===== src/rtl/fifo_drain_arbiter_pkg.sv =====
// Shared types and constants for the FIFO drain arbiter.
// Latency: n/a (declarations only).
// Backpressure: n/a.
package fifo_arb_pkg;

  typedef enum logic [2:0] {
    ST_IDLE,
    ST_POP,
    ST_WAIT,
    ST_CAP,
    ST_OUT
  } state_t;

  localparam logic [3:0] POP_FLAG_EMPTY = 4'h0;
  localparam int         CH_ID_W        = 3;

  // Round-robin successor of a channel index, wrapping at num_ch.
  function automatic logic [CH_ID_W-1:0] next_ch(input logic [CH_ID_W-1:0] ch,
                                                 input int num_ch);
    if (int'(ch) >= num_ch - 1) begin
      return '0;
    end
    return ch + 1'b1;
  endfunction

endpackage


===== src/rtl/fifo_drain_arbiter_if.sv =====
// FIFO bank pop side plus drained-word stream, bundled as one bus.
// Latency: n/a (wires only).
// Backpressure: out_ready stalls the stream; the FIFO side has none.
interface fifo_drain_arbiter_if #(
  parameter int NUM_CH    = 3,
  parameter int DATAWIDTH = 32
);
  import fifo_arb_pkg::*;

  logic [NUM_CH-1:0]           pop;
  logic [4*NUM_CH-1:0]         pop_flag;
  logic [DATAWIDTH*NUM_CH-1:0] fifo_dout;
  logic [DATAWIDTH-1:0]        out_data;
  logic [CH_ID_W-1:0]          out_ch;
  logic                        out_valid;
  logic                        out_ready;

  modport master (
    output pop,
    input  pop_flag,
    input  fifo_dout,
    output out_data,
    output out_ch,
    output out_valid,
    input  out_ready
  );

  modport slave (
    input  pop,
    output pop_flag,
    output fifo_dout,
    input  out_data,
    input  out_ch,
    input  out_valid,
    output out_ready
  );

endinterface


===== src/rtl/fifo_drain_arbiter_rr_pick.sv =====
// Round-robin first-set finder: first request at or after ptr, wrapping.
// Latency: combinational.
// Backpressure: none.
module rr_pick
  import fifo_arb_pkg::*;
#(
  parameter int NUM_CH = 3
) (
  input  logic [NUM_CH-1:0]  req,
  input  logic [CH_ID_W-1:0] ptr,
  output logic [NUM_CH-1:0]  gnt,
  output logic [CH_ID_W-1:0] idx,
  output logic               any
);

  // Two passes: channels ptr..NUM_CH-1 first, then the wrapped 0..ptr-1.
  always_comb begin
    gnt = '0;
    idx = '0;
    any = 1'b0;
    for (int j = 0; j < NUM_CH; j++) begin
      if (!any && req[j] && (CH_ID_W'(j) >= ptr)) begin
        any    = 1'b1;
        idx    = CH_ID_W'(j);
        gnt[j] = 1'b1;
      end
    end
    for (int j = 0; j < NUM_CH; j++) begin
      if (!any && req[j]) begin
        any    = 1'b1;
        idx    = CH_ID_W'(j);
        gnt[j] = 1'b1;
      end
    end
  end

endmodule


===== src/rtl/fifo_drain_arbiter.sv =====
// Round-robin drain of a FIFO bank onto a valid/ready stream with channel ID.
// Latency: request in IDLE at t -> pop at t+1 -> out_valid at t+2+RD_LAT.
// Backpressure: out_ready low holds OUT with data stable; no pop until handoff.
module fifo_drain_arbiter
  import fifo_arb_pkg::*;
#(
  parameter int NUM_CH    = 3,
  parameter int DATAWIDTH = 32,
  parameter int RD_LAT    = 2,
  parameter int BURST_LEN = 4
) (
  input  logic                 WBs_CLK_i,
  input  logic                 WBs_RSTn_i,
  input  logic [NUM_CH-1:0]    ch_en_i,
  input  logic                 abort_i,
  fifo_drain_arbiter_if.master bus,
  output logic [NUM_CH-1:0]    grant_o,
  output logic                 busy_o,
  output logic [15:0]          word_cnt_o
);

  localparam logic [7:0] WAIT_INIT = (RD_LAT > 1) ? 8'(RD_LAT - 2) : 8'd0;
  localparam logic [8:0] BURST_MAX = 9'(BURST_LEN);

  state_t               state_q, state_d;
  logic [NUM_CH-1:0]    req;
  logic                 req_g;
  logic [NUM_CH-1:0]    gnt_q;
  logic [CH_ID_W-1:0]   gidx_q;
  logic [CH_ID_W-1:0]   rr_ptr_q;
  logic [7:0]           burst_q;
  logic [7:0]           wait_q;
  logic [DATAWIDTH-1:0] data_q;
  logic [CH_ID_W-1:0]   ch_q;
  logic [15:0]          cnt_q;
  logic [DATAWIDTH-1:0] sel_dout;
  logic [NUM_CH-1:0]    pick_gnt;
  logic [CH_ID_W-1:0]   pick_idx;
  logic                 pick_any;
  logic                 take_grant;
  logic                 xfer;
  logic                 cont_burst;
  logic [NUM_CH-1:0]    pop_d;
  logic                 valid_d;

  // A channel requests when enabled and its FIFO flag reports non-empty.
  always_comb begin
    req = '0;
    for (int k = 0; k < NUM_CH; k++) begin
      req[k] = ch_en_i[k] & (bus.pop_flag[4*k +: 4] != POP_FLAG_EMPTY);
    end
  end

  assign req_g = |(req & gnt_q);

  // Mux the granted FIFO's DOUT for capture.
  always_comb begin
    sel_dout = '0;
    for (int k = 0; k < NUM_CH; k++) begin
      if (gnt_q[k]) begin
        sel_dout = bus.fifo_dout[DATAWIDTH*k +: DATAWIDTH];
      end
    end
  end

  rr_pick #(.NUM_CH(NUM_CH)) u_rr_pick (
    .req (req),
    .ptr (rr_ptr_q),
    .gnt (pick_gnt),
    .idx (pick_idx),
    .any (pick_any)
  );

  // Next-state and strobes; abort overrides everything including a transfer.
  always_comb begin
    state_d    = state_q;
    take_grant = 1'b0;
    xfer       = 1'b0;
    cont_burst = 1'b0;
    if (abort_i) begin
      state_d = ST_IDLE;
    end else begin
      case (state_q)
        ST_IDLE: begin
          if (pick_any) begin
            take_grant = 1'b1;
            state_d    = ST_POP;
          end
        end
        ST_POP:  state_d = (RD_LAT > 1) ? ST_WAIT : ST_CAP;
        ST_WAIT: begin
          if (wait_q == 8'd0) begin
            state_d = ST_CAP;
          end
        end
        ST_CAP:  state_d = ST_OUT;
        ST_OUT: begin
          if (bus.out_ready) begin
            xfer       = 1'b1;
            cont_burst = (({1'b0, burst_q} + 9'd1) < BURST_MAX) && req_g;
            state_d    = cont_burst ? ST_POP : ST_IDLE;
          end
        end
        default: state_d = ST_IDLE;
      endcase
    end
  end

  // Pop and valid follow the state; abort suppresses both in its own cycle.
  always_comb begin
    pop_d   = '0;
    valid_d = 1'b0;
    if (!abort_i) begin
      if (state_q == ST_POP) begin
        pop_d = gnt_q;
      end
      valid_d = (state_q == ST_OUT);
    end
  end

  // State register.
  always_ff @(posedge WBs_CLK_i or negedge WBs_RSTn_i) begin
    if (!WBs_RSTn_i) begin
      state_q <= ST_IDLE;
    end else begin
      state_q <= state_d;
    end
  end

  // Grant, burst and read-latency counters; grant drops whenever IDLE is next.
  always_ff @(posedge WBs_CLK_i or negedge WBs_RSTn_i) begin
    if (!WBs_RSTn_i) begin
      gnt_q   <= '0;
      gidx_q  <= '0;
      burst_q <= '0;
      wait_q  <= '0;
    end else begin
      if (take_grant) begin
        gnt_q   <= pick_gnt;
        gidx_q  <= pick_idx;
        burst_q <= '0;
      end else if (state_d == ST_IDLE) begin
        gnt_q <= '0;
      end
      if (xfer) begin
        burst_q <= burst_q + 8'd1;
      end
      if (state_q == ST_POP) begin
        wait_q <= WAIT_INIT;
      end else if (state_q == ST_WAIT && wait_q != 8'd0) begin
        wait_q <= wait_q - 8'd1;
      end
    end
  end

  // Output word capture, delivered-word count and round-robin pointer.
  always_ff @(posedge WBs_CLK_i or negedge WBs_RSTn_i) begin
    if (!WBs_RSTn_i) begin
      data_q   <= '0;
      ch_q     <= '0;
      cnt_q    <= '0;
      rr_ptr_q <= '0;
    end else begin
      if (state_q == ST_CAP && !abort_i) begin
        data_q <= sel_dout;
        ch_q   <= gidx_q;
      end
      if (xfer) begin
        cnt_q <= cnt_q + 16'd1;
        if (!cont_burst) begin
          rr_ptr_q <= next_ch(gidx_q, NUM_CH);
        end
      end
    end
  end

  assign bus.pop       = pop_d;
  assign bus.out_valid = valid_d;
  assign bus.out_data  = data_q;
  assign bus.out_ch    = ch_q;
  assign grant_o       = gnt_q;
  assign busy_o        = (state_q != ST_IDLE);
  assign word_cnt_o    = cnt_q;

endmodule

===== src/flat_wrapper.sv =====
// flat-port wrapper written by rule: the top's interface ports become plain ports
module fifo_drain_arbiter_flat import fifo_arb_pkg::*;
#(
  parameter int NUM_CH    = 3,
  parameter int DATAWIDTH = 32,
  parameter int RD_LAT    = 2,
  parameter int BURST_LEN = 4
)
  (WBs_CLK_i, WBs_RSTn_i, ch_en_i, abort_i, grant_o, busy_o, word_cnt_o, bus_pop, bus_pop_flag, bus_fifo_dout, bus_out_data, bus_out_ch, bus_out_valid, bus_out_ready);
  fifo_drain_arbiter_if #(.NUM_CH(NUM_CH), .DATAWIDTH(DATAWIDTH)) bus_i ();
  input  logic WBs_CLK_i;
  input  logic WBs_RSTn_i;
  input  logic [NUM_CH-1:0] ch_en_i;
  input  logic abort_i;
  output logic [NUM_CH-1:0] grant_o;
  output logic busy_o;
  output logic [15:0] word_cnt_o;
  output wire logic [$bits(bus_i.pop)-1:0] bus_pop;
  input wire logic [$bits(bus_i.pop_flag)-1:0] bus_pop_flag;
  input wire logic [$bits(bus_i.fifo_dout)-1:0] bus_fifo_dout;
  output wire logic [$bits(bus_i.out_data)-1:0] bus_out_data;
  output wire logic [$bits(bus_i.out_ch)-1:0] bus_out_ch;
  output wire logic [$bits(bus_i.out_valid)-1:0] bus_out_valid;
  input wire logic [$bits(bus_i.out_ready)-1:0] bus_out_ready;
  assign bus_pop = bus_i.pop;
  assign bus_i.pop_flag = bus_pop_flag;
  assign bus_i.fifo_dout = bus_fifo_dout;
  assign bus_out_data = bus_i.out_data;
  assign bus_out_ch = bus_i.out_ch;
  assign bus_out_valid = bus_i.out_valid;
  assign bus_i.out_ready = bus_out_ready;
  fifo_drain_arbiter #(.NUM_CH(NUM_CH), .DATAWIDTH(DATAWIDTH), .RD_LAT(RD_LAT), .BURST_LEN(BURST_LEN)) u_core (.WBs_CLK_i(WBs_CLK_i), .WBs_RSTn_i(WBs_RSTn_i), .ch_en_i(ch_en_i), .abort_i(abort_i), .bus(bus_i), .grant_o(grant_o), .busy_o(busy_o), .word_cnt_o(word_cnt_o));
endmodule

===== config.mk =====
export PLATFORM = sky130hd
export DESIGN_NAME = fifo_drain_arbiter_flat
export DESIGN_NICKNAME = d
export VERILOG_FILES = /design/src/rtl/fifo_drain_arbiter_pkg.sv /design/src/rtl/fifo_drain_arbiter_if.sv /design/src/rtl/fifo_drain_arbiter_rr_pick.sv /design/src/rtl/fifo_drain_arbiter.sv /design/src/flat_wrapper.sv
export SDC_FILE = /design/constraint.sdc
export NUM_CORES = 1
export LEC_CHECK = 0
export BUFFER_PORTS_ARGS = -buffer_cell sky130_fd_sc_hd__buf_2
export CORE_MARGIN = 1
export CORE_UTILIZATION = 26
export DETAILED_ROUTE_END_ITERATION = 8
export GPL_ROUTABILITY_DRIVEN = 1
export GPL_TIMING_DRIVEN = 0
export SYNTH_ARGS = -nofsm -noshare
export SYNTH_HDL_FRONTEND = slang
export SYNTH_SLANG_ARGS = --single-unit
export TNS_END_PERCENT = 50

===== constraint.sdc =====
create_clock -name WBs_CLK_i -period 2.5 [get_ports WBs_CLK_i]
set_clock_uncertainty 0.2 [all_clocks]
set_input_delay 0.5 -clock WBs_CLK_i [delete_from_list [all_inputs] [get_ports WBs_CLK_i]]
set_output_delay 0.5 -clock WBs_CLK_i [all_outputs]
set_load 0.01 [all_outputs]

# Word level (Yosys, flattened, before mapping)
# Index checks and enable logic that the tools add are counted.
# totals
memories	0
mem_bits_rw	0
mem_bits_ro	0
register_bits	79
latch_bits	0
# classes
n_shift	0
n_bitwise	5
div	0
n_eq_ne	4
n_lt_le_gt_ge	5
multipliers	0
add_sub_neg	5
muxes	48
n_reduce_logical	30
# op_table
operator	n
two-way mux 32 bit	3
two-way mux 3 bit	14
two-way mux 8 bit	4
two-way mux 1 bit	26
adder 16 x 1 -> 16 bit (second input constant)	1
one-hot mux 3 bit (5 select lines)	1
nonzero test 4 bit	3
logical AND 1 bit	11
adder 8 x 1 -> 9 bit (second input constant)	1
< comparator 9 x 3 -> 1 bit (second input constant)	1
adder 8 x 1 -> 8 bit (second input constant)	1
logical NOT 8 bit	1
nonzero test 8 bit	1
subtractor 8 x 1 -> 8 bit (second input constant)	1
equality test 3 x 2 -> 1 bit (second input constant)	2
greater-or-equal comparator 1 x 3 -> 1 bit (first input constant)	2
logical NOT 1 bit	6
logical NOT 3 bit	2
nonzero test 2 bit	3
adder 3 x 1 -> 3 bit (second input constant)	1
AND 1 bit	3
AND 3 bit	1
equality test 3 x 1 -> 1 bit (second input constant)	1
equality test 3 bit (second input constant)	1
other kinds (6)	6

# Logic depth before layout (Yosys ltp)
# depth
depth_word	27
mapped_depth	7
mapped_depth_nobuf	7

# Hierarchy
# Synthesis repeated with hierarchy kept, for this count alone.
# hier_totals
hier_cells	461
hier_area_um2	4212.8
# modules_own_cells
module	area_per_inst_um2	n_inst	cells_per_inst
fifo_drain_arbiter	4088.9	1	445
rr_pick	123.9	1	16

# Worst setup path before layout
# Ideal clock, no wire load.
# synth_timing
kind	register to register
start	register u_core.burst_q[0]
end	register u_core.rr_ptr_q[0]
t_arrival_ns	1.955
path_buffers	0
path_slack_ns	0.218
synth_period_minus_slack_ns	2.282
path_stages_with_launch	7
cell_sequence	dfrtp_1 > ha_1 > or3_1 > a211o_1 > a2bb2oi_2 > a31oi_2 > mux2_1
# synth_via
elab_chain_len	8
# synth_rtl
element	line_no	source
start: declaration	fifo_drain_arbiter.sv:31	logic [7:0] burst_q;
start signal: assignment	fifo_drain_arbiter.sv:146	burst_q <= burst_q + 8'd1;
adder 8 x 1 -> 9 bit	fifo_drain_arbiter.sv:100	cont_burst = (({1'b0, burst_q} + 9'd1) < BURST_MAX) && req_g;
< comparator 9 x 3 -> 1 bit	fifo_drain_arbiter.sv:100	
logical AND 1 bit	fifo_drain_arbiter.sv:100	
two-way mux 1 bit	fifo_drain_arbiter.sv:98	if (bus.out_ready) begin
two-way mux 1 bit	fifo_drain_arbiter.sv:83	case (state_q)
two-way mux 1 bit	fifo_drain_arbiter.sv:80	if (abort_i) begin
inverter 1 bit (no line)	--	
AND reduction 2 bit (no line)	--	
end signal: assignment	fifo_drain_arbiter.sv:171	rr_ptr_q <= next_ch(gidx_q, NUM_CH);
end: declaration	fifo_drain_arbiter.sv:30	logic [CH_ID_W-1:0] rr_ptr_q;
# No other way between the ends.
# A chain may end at the register's enable or synchronous reset.

# Final worst setup path
# layout_timing
start	register u_core.burst_q[0]
end	register u_core.gnt_q[2], in the netlist u_core.grant_o[2]
# layout_via
elab_chain_len	9
# layout_rtl
element	line_no	source
adder 8 x 1 -> 9 bit	fifo_drain_arbiter.sv:100	
< comparator 9 x 3 -> 1 bit	fifo_drain_arbiter.sv:100	
logical AND 1 bit	fifo_drain_arbiter.sv:100	
two-way mux 1 bit	fifo_drain_arbiter.sv:101	state_d = cont_burst ? ST_POP : ST_IDLE;
two-way mux 3 bit	fifo_drain_arbiter.sv:98	
one-hot mux 3 bit (5 select lines)	fifo_drain_arbiter.sv:83	
two-way mux 3 bit	fifo_drain_arbiter.sv:80	
logical NOT 3 bit	fifo_drain_arbiter.sv:142	end else if (state_d == ST_IDLE) begin
nonzero test 2 bit (no line)	--	
end signal: assignment	fifo_drain_arbiter.sv:139	gnt_q <= pick_gnt;
end: declaration	fifo_drain_arbiter.sv:28	logic [NUM_CH-1:0] gnt_q;
# No other way between the ends.

==> flow_summary_export.csv <==
group,metric,value,unit
final_layout,fin_area,5620,um2
sta,final_hold_viol_count,0,
synth,synthTopCellsByCount,"o21ai_0 (78), dfrtp_1 (77), nand2_1 (57), a221o_1 (32), nor2_1 (27)",
critical_path,rrSetupSlack,150,ps
pwr,internal_power,3250,uW
synth,netlist_instances,435,
floorplanning,die_x,128,um
clocking,cts.sinks,77,
critical_path,crit_path_end,"u_core.grant_o[2]",
clocking,clockBufferDepth,2,
critical_path,worst_path_max_delay_cell,"dfrtp_1",
synth,ys_types,53,
floorplanning,rows,45,
final_layout,fin_cells,835,
critical_path,cp_max_fo,8,
place,place.gp.congestion,0.740,
place,portBuffers,172,
global_route,grt_max_degree,41,
synth,synth_top_area_share,47.0,%
pwr,irDropWorstVdd,0.391,mV
pwr,p_comb_share,35.7,%
critical_path,crit_buf_inv,0,
critical_path,r2r_cells,6,
critical_path,critPathLaunch,"u_core.burst_q[0]",
final_layout,n_antenna_cell,0,
global_route,grt_pass1_wl,19400,um
worst_hold_path,hold_class,"in2reg",
place,placed_cells,819,
pwr,p_leak,0.00274,uW
sta,period_share,94.1,%
global_route,grt_pass1_vias,3863,
sta,fin_ws,148,ps
pwr,p_per_area,879,nW/um2
status,status,"finished clean",
drt,viasPerCell,4.81,
critical_path,crit_arrival,2390,ps
critical_path,worstPathRequired,2540,ps
synth,syn_nets,553,
final_layout,area_growth,36.9,%
synth,synth_ff_type,"dfrtp_1",
synth,ys_warn_count,0,
floorplanning,die-area,16300,um2
synth,syn_area,4100,um2
floorplanning,initial_core_util,26.8,%
drt,via_count,4020,
pwr,pwr-share-seq,35.5,%
clocking,cts_tree,"built",
place,hpwl,9480,um
global_route,grt_use_met2,27.8,%
place,place_area,5250,um2
sta,fmax,425,MHz
synth,syn_area_per_cell,9.43,um2
global_route,grt_usage,15.4,%
critical_path,cpLargestDelayFamily,"compound AO/OA/AOI/OAI gates",
pwr,clock_power_share,28.7,%
global_route,grt_use_met1,17.7,%
pwr,p_sw_share,34.3,%
synth,ys_ff_latch,77,
place,place_ws,-172,ps
drt,postRouteAntennaNets,0,
critical_path,endpoint_kind,"flip-flop",
sta,slew_headroom,52.0,%
global_route,busiest_layer,"met2",
final_layout,utilization,36.7,%
clocking,post_cts_buffers,0,
clocking,cts_buffers,9,
critical_path,cpPeakStageDelay,430,ps
clocking,clkTransAtPathRegs,60,ps
critical_path,crit_cells,6,
drt,drcViolationCount,0,
floorplanning,fp.dieH,128,um
drt,wire_per_inst,15.1,um
critical_path,r2r_end,"u_core.grant_o[2]",
synth,synthTopCellsByArea,"dfrtp_1 (47%), o21ai_0 (9.5%), a221o_1 (7.8%)",
synth,ys_seq_area_share,47.0,%
sta,worst_slew_pin_slew,712,ps
global_route,grt-ovfl-total,0,
synth,synth_edf_count,0,
clocking,clock-root-buffer,"clkbuf_16",
critical_path,crit_chain,"ha_2 -> or3_1 -> a211o_1 -> a2bb2oi_4 -> nand4_1 -> o221ai_1",
global_route,use_met3,3.98,%
drt,firstDrtPassIters,4,
synth,async_flop_share,100,%
synth,yosysMostFrequentCell,"o21ai_0",
pwr,switchingPower,1690,uW
sta,period_needed,2350,ps
final_layout,nNetsFinal,737,
synth,synth_largest_area_cell,"dfrtp_1",
global_route,antenna_found_initial,0,
flow_run,maxCapViolCount,0,
sta,drv_slew,0,
drt,wirelength,12600,um
floorplanning,core,15300,um2
clocking,h-tree-depth,3,
final_layout,layout-drive-gt1-share,34.6,%
clocking,clkLatencyLatePin,330,ps
sta,setup_violations,0,
floorplanning,io_pins,174,
sta,rsz0062_at_grt,"no",
worst_hold_path,whs_path_depth,3,
critical_path,path_class,"reg2reg",
drt,dr.first_iter.drc_count,146,
critical_path,cp-start-kind,"flip-flop",
critical_path,r2r-start,"u_core.burst_q[0]",
-- worst register-to-register path: stages (launching register included) --
cell and delay (ps):
dfrtp_1 430, ha_2 250, or3_1 370, a211o_1 340
a2bb2oi_4 190, nand4_1 220, o221ai_1 260
-- kinds of logic (layout without fill, tap and decap cells) --
kind of cell,count (synthesis),after routing,share of synthesized area (%)
xor+xnor,22,22,4.70
simple gates,148,148,18.1
flops,77,77,47.0
fa+ha+maj,3,3,0.915
compound gates,139,139,24.0
buf+inv,41,230,4.09
mux,4,4,1.10
other cells,1,1,0.0914
-- power by group through the flow --
stage / clock network [uW] / logic, uW / registers, uW
2_1_floorplan: 0 / 880 / 1920
3_3_place_gp: 0 / 1770 / 1760
3_5_place_dp: 0 / 1780 / 1770
6_report: 1420 / 1760 / 1760
5_1_grt: 1520 / 1960 / 1800
4_1_cts: 1470 / 1780 / 1760
-- worst min path at each step --
stage / from / end / slack, ps
6_report: bus_fifo_dout[68] / u_core.bus.out_data[4] / 260
5_1_grt: bus_fifo_dout[84] / u_core.bus.out_data[20] / 280
3_3_place_gp: u_core.word_cnt_o[15] / u_core.word_cnt_o[15] / 260
3_5_place_dp: u_core.bus.out_data[27] / u_core.bus.out_data[27] / 260
4_1_cts: bus_fifo_dout[73] / u_core.bus.out_data[9] / 250
2_1_floorplan: WBs_RSTn_i / u_core.burst_q[0] / 4
-- area by class of cell --
cell class	instances	area, um2
timing repair buffer	174	893
clock buffer	12	256
sequential	77	1930
buffer	30	130
clock inverter	4	70.1
inverter	10	37.5
fill	1589	9700
multi-input combinational	317	2040
tap	211	264
-- layout by cell type, fill, tap and decap left out, types with 2 or more instances in the layout --
cell	instances
and3_1	4
mux2_1	2
nand4_1	6
ha_1	2
nand2b_1	4
nor3_2	2
nor2_1	27
a221o_1	32
clkbuf_8	2
xor2_1	5
nor3_1	6
clkbuf_1	20
clkinv_2	2
dfrtp_1	76
buf_4	3
clkbuf_16	9
xnor2_1	17
o41ai_2	2
clkbuf_2	3
inv_1	10
o21ai_0	78
o221ai_1	4
nor4_1	5
buf_2	176
nand3_1	18
and2_1	2
nor2b_1	4
or3_1	3
bufinv_16	2
a21oi_1	5
o31ai_1	3
nand2_1	57
or2_1	2
mux2_2	2
or4_1	2
-- per-stage QoR --
step | hold slack, ps | total power [uW] | setup TNS (ps)
floorplan | 4.41 | 2800 | 0
global placement | 257 | 3530 | -832
detailed placement | 265 | 3560 | -1020
CTS | 253 | 5010 | 0
global route | 281 | 5280 | 0
finish | 257 | 4940 | 0
-- per-layer routing --
metal  part of all wire, %  wire length [um]
met1                    44              5490
met2                    49              6180
met5                     0                 0
met4                   1.4               177
met3                   6.0               759
-- state kept, by name (all words and copies together), names as in the netlist --
name and cells:
u_core.burst_q 8, u_core.bus.out_ch 2, u_core.bus.out_data 32, u_core.gidx_q 2, u_core.grant_o 3, u_core.rr_ptr_q 3, u_core.state_q 3, u_core.wait_q 8
u_core.word_cnt_o 16
-- what timing repair did --
action	CTS	global route
hold buffers	1	0
gates resized for setup	0	11
pin swaps	0	1
hold endpoints to repair	37	0
setup endpoints to repair	1	19
(Power assumes the default switching activity.)
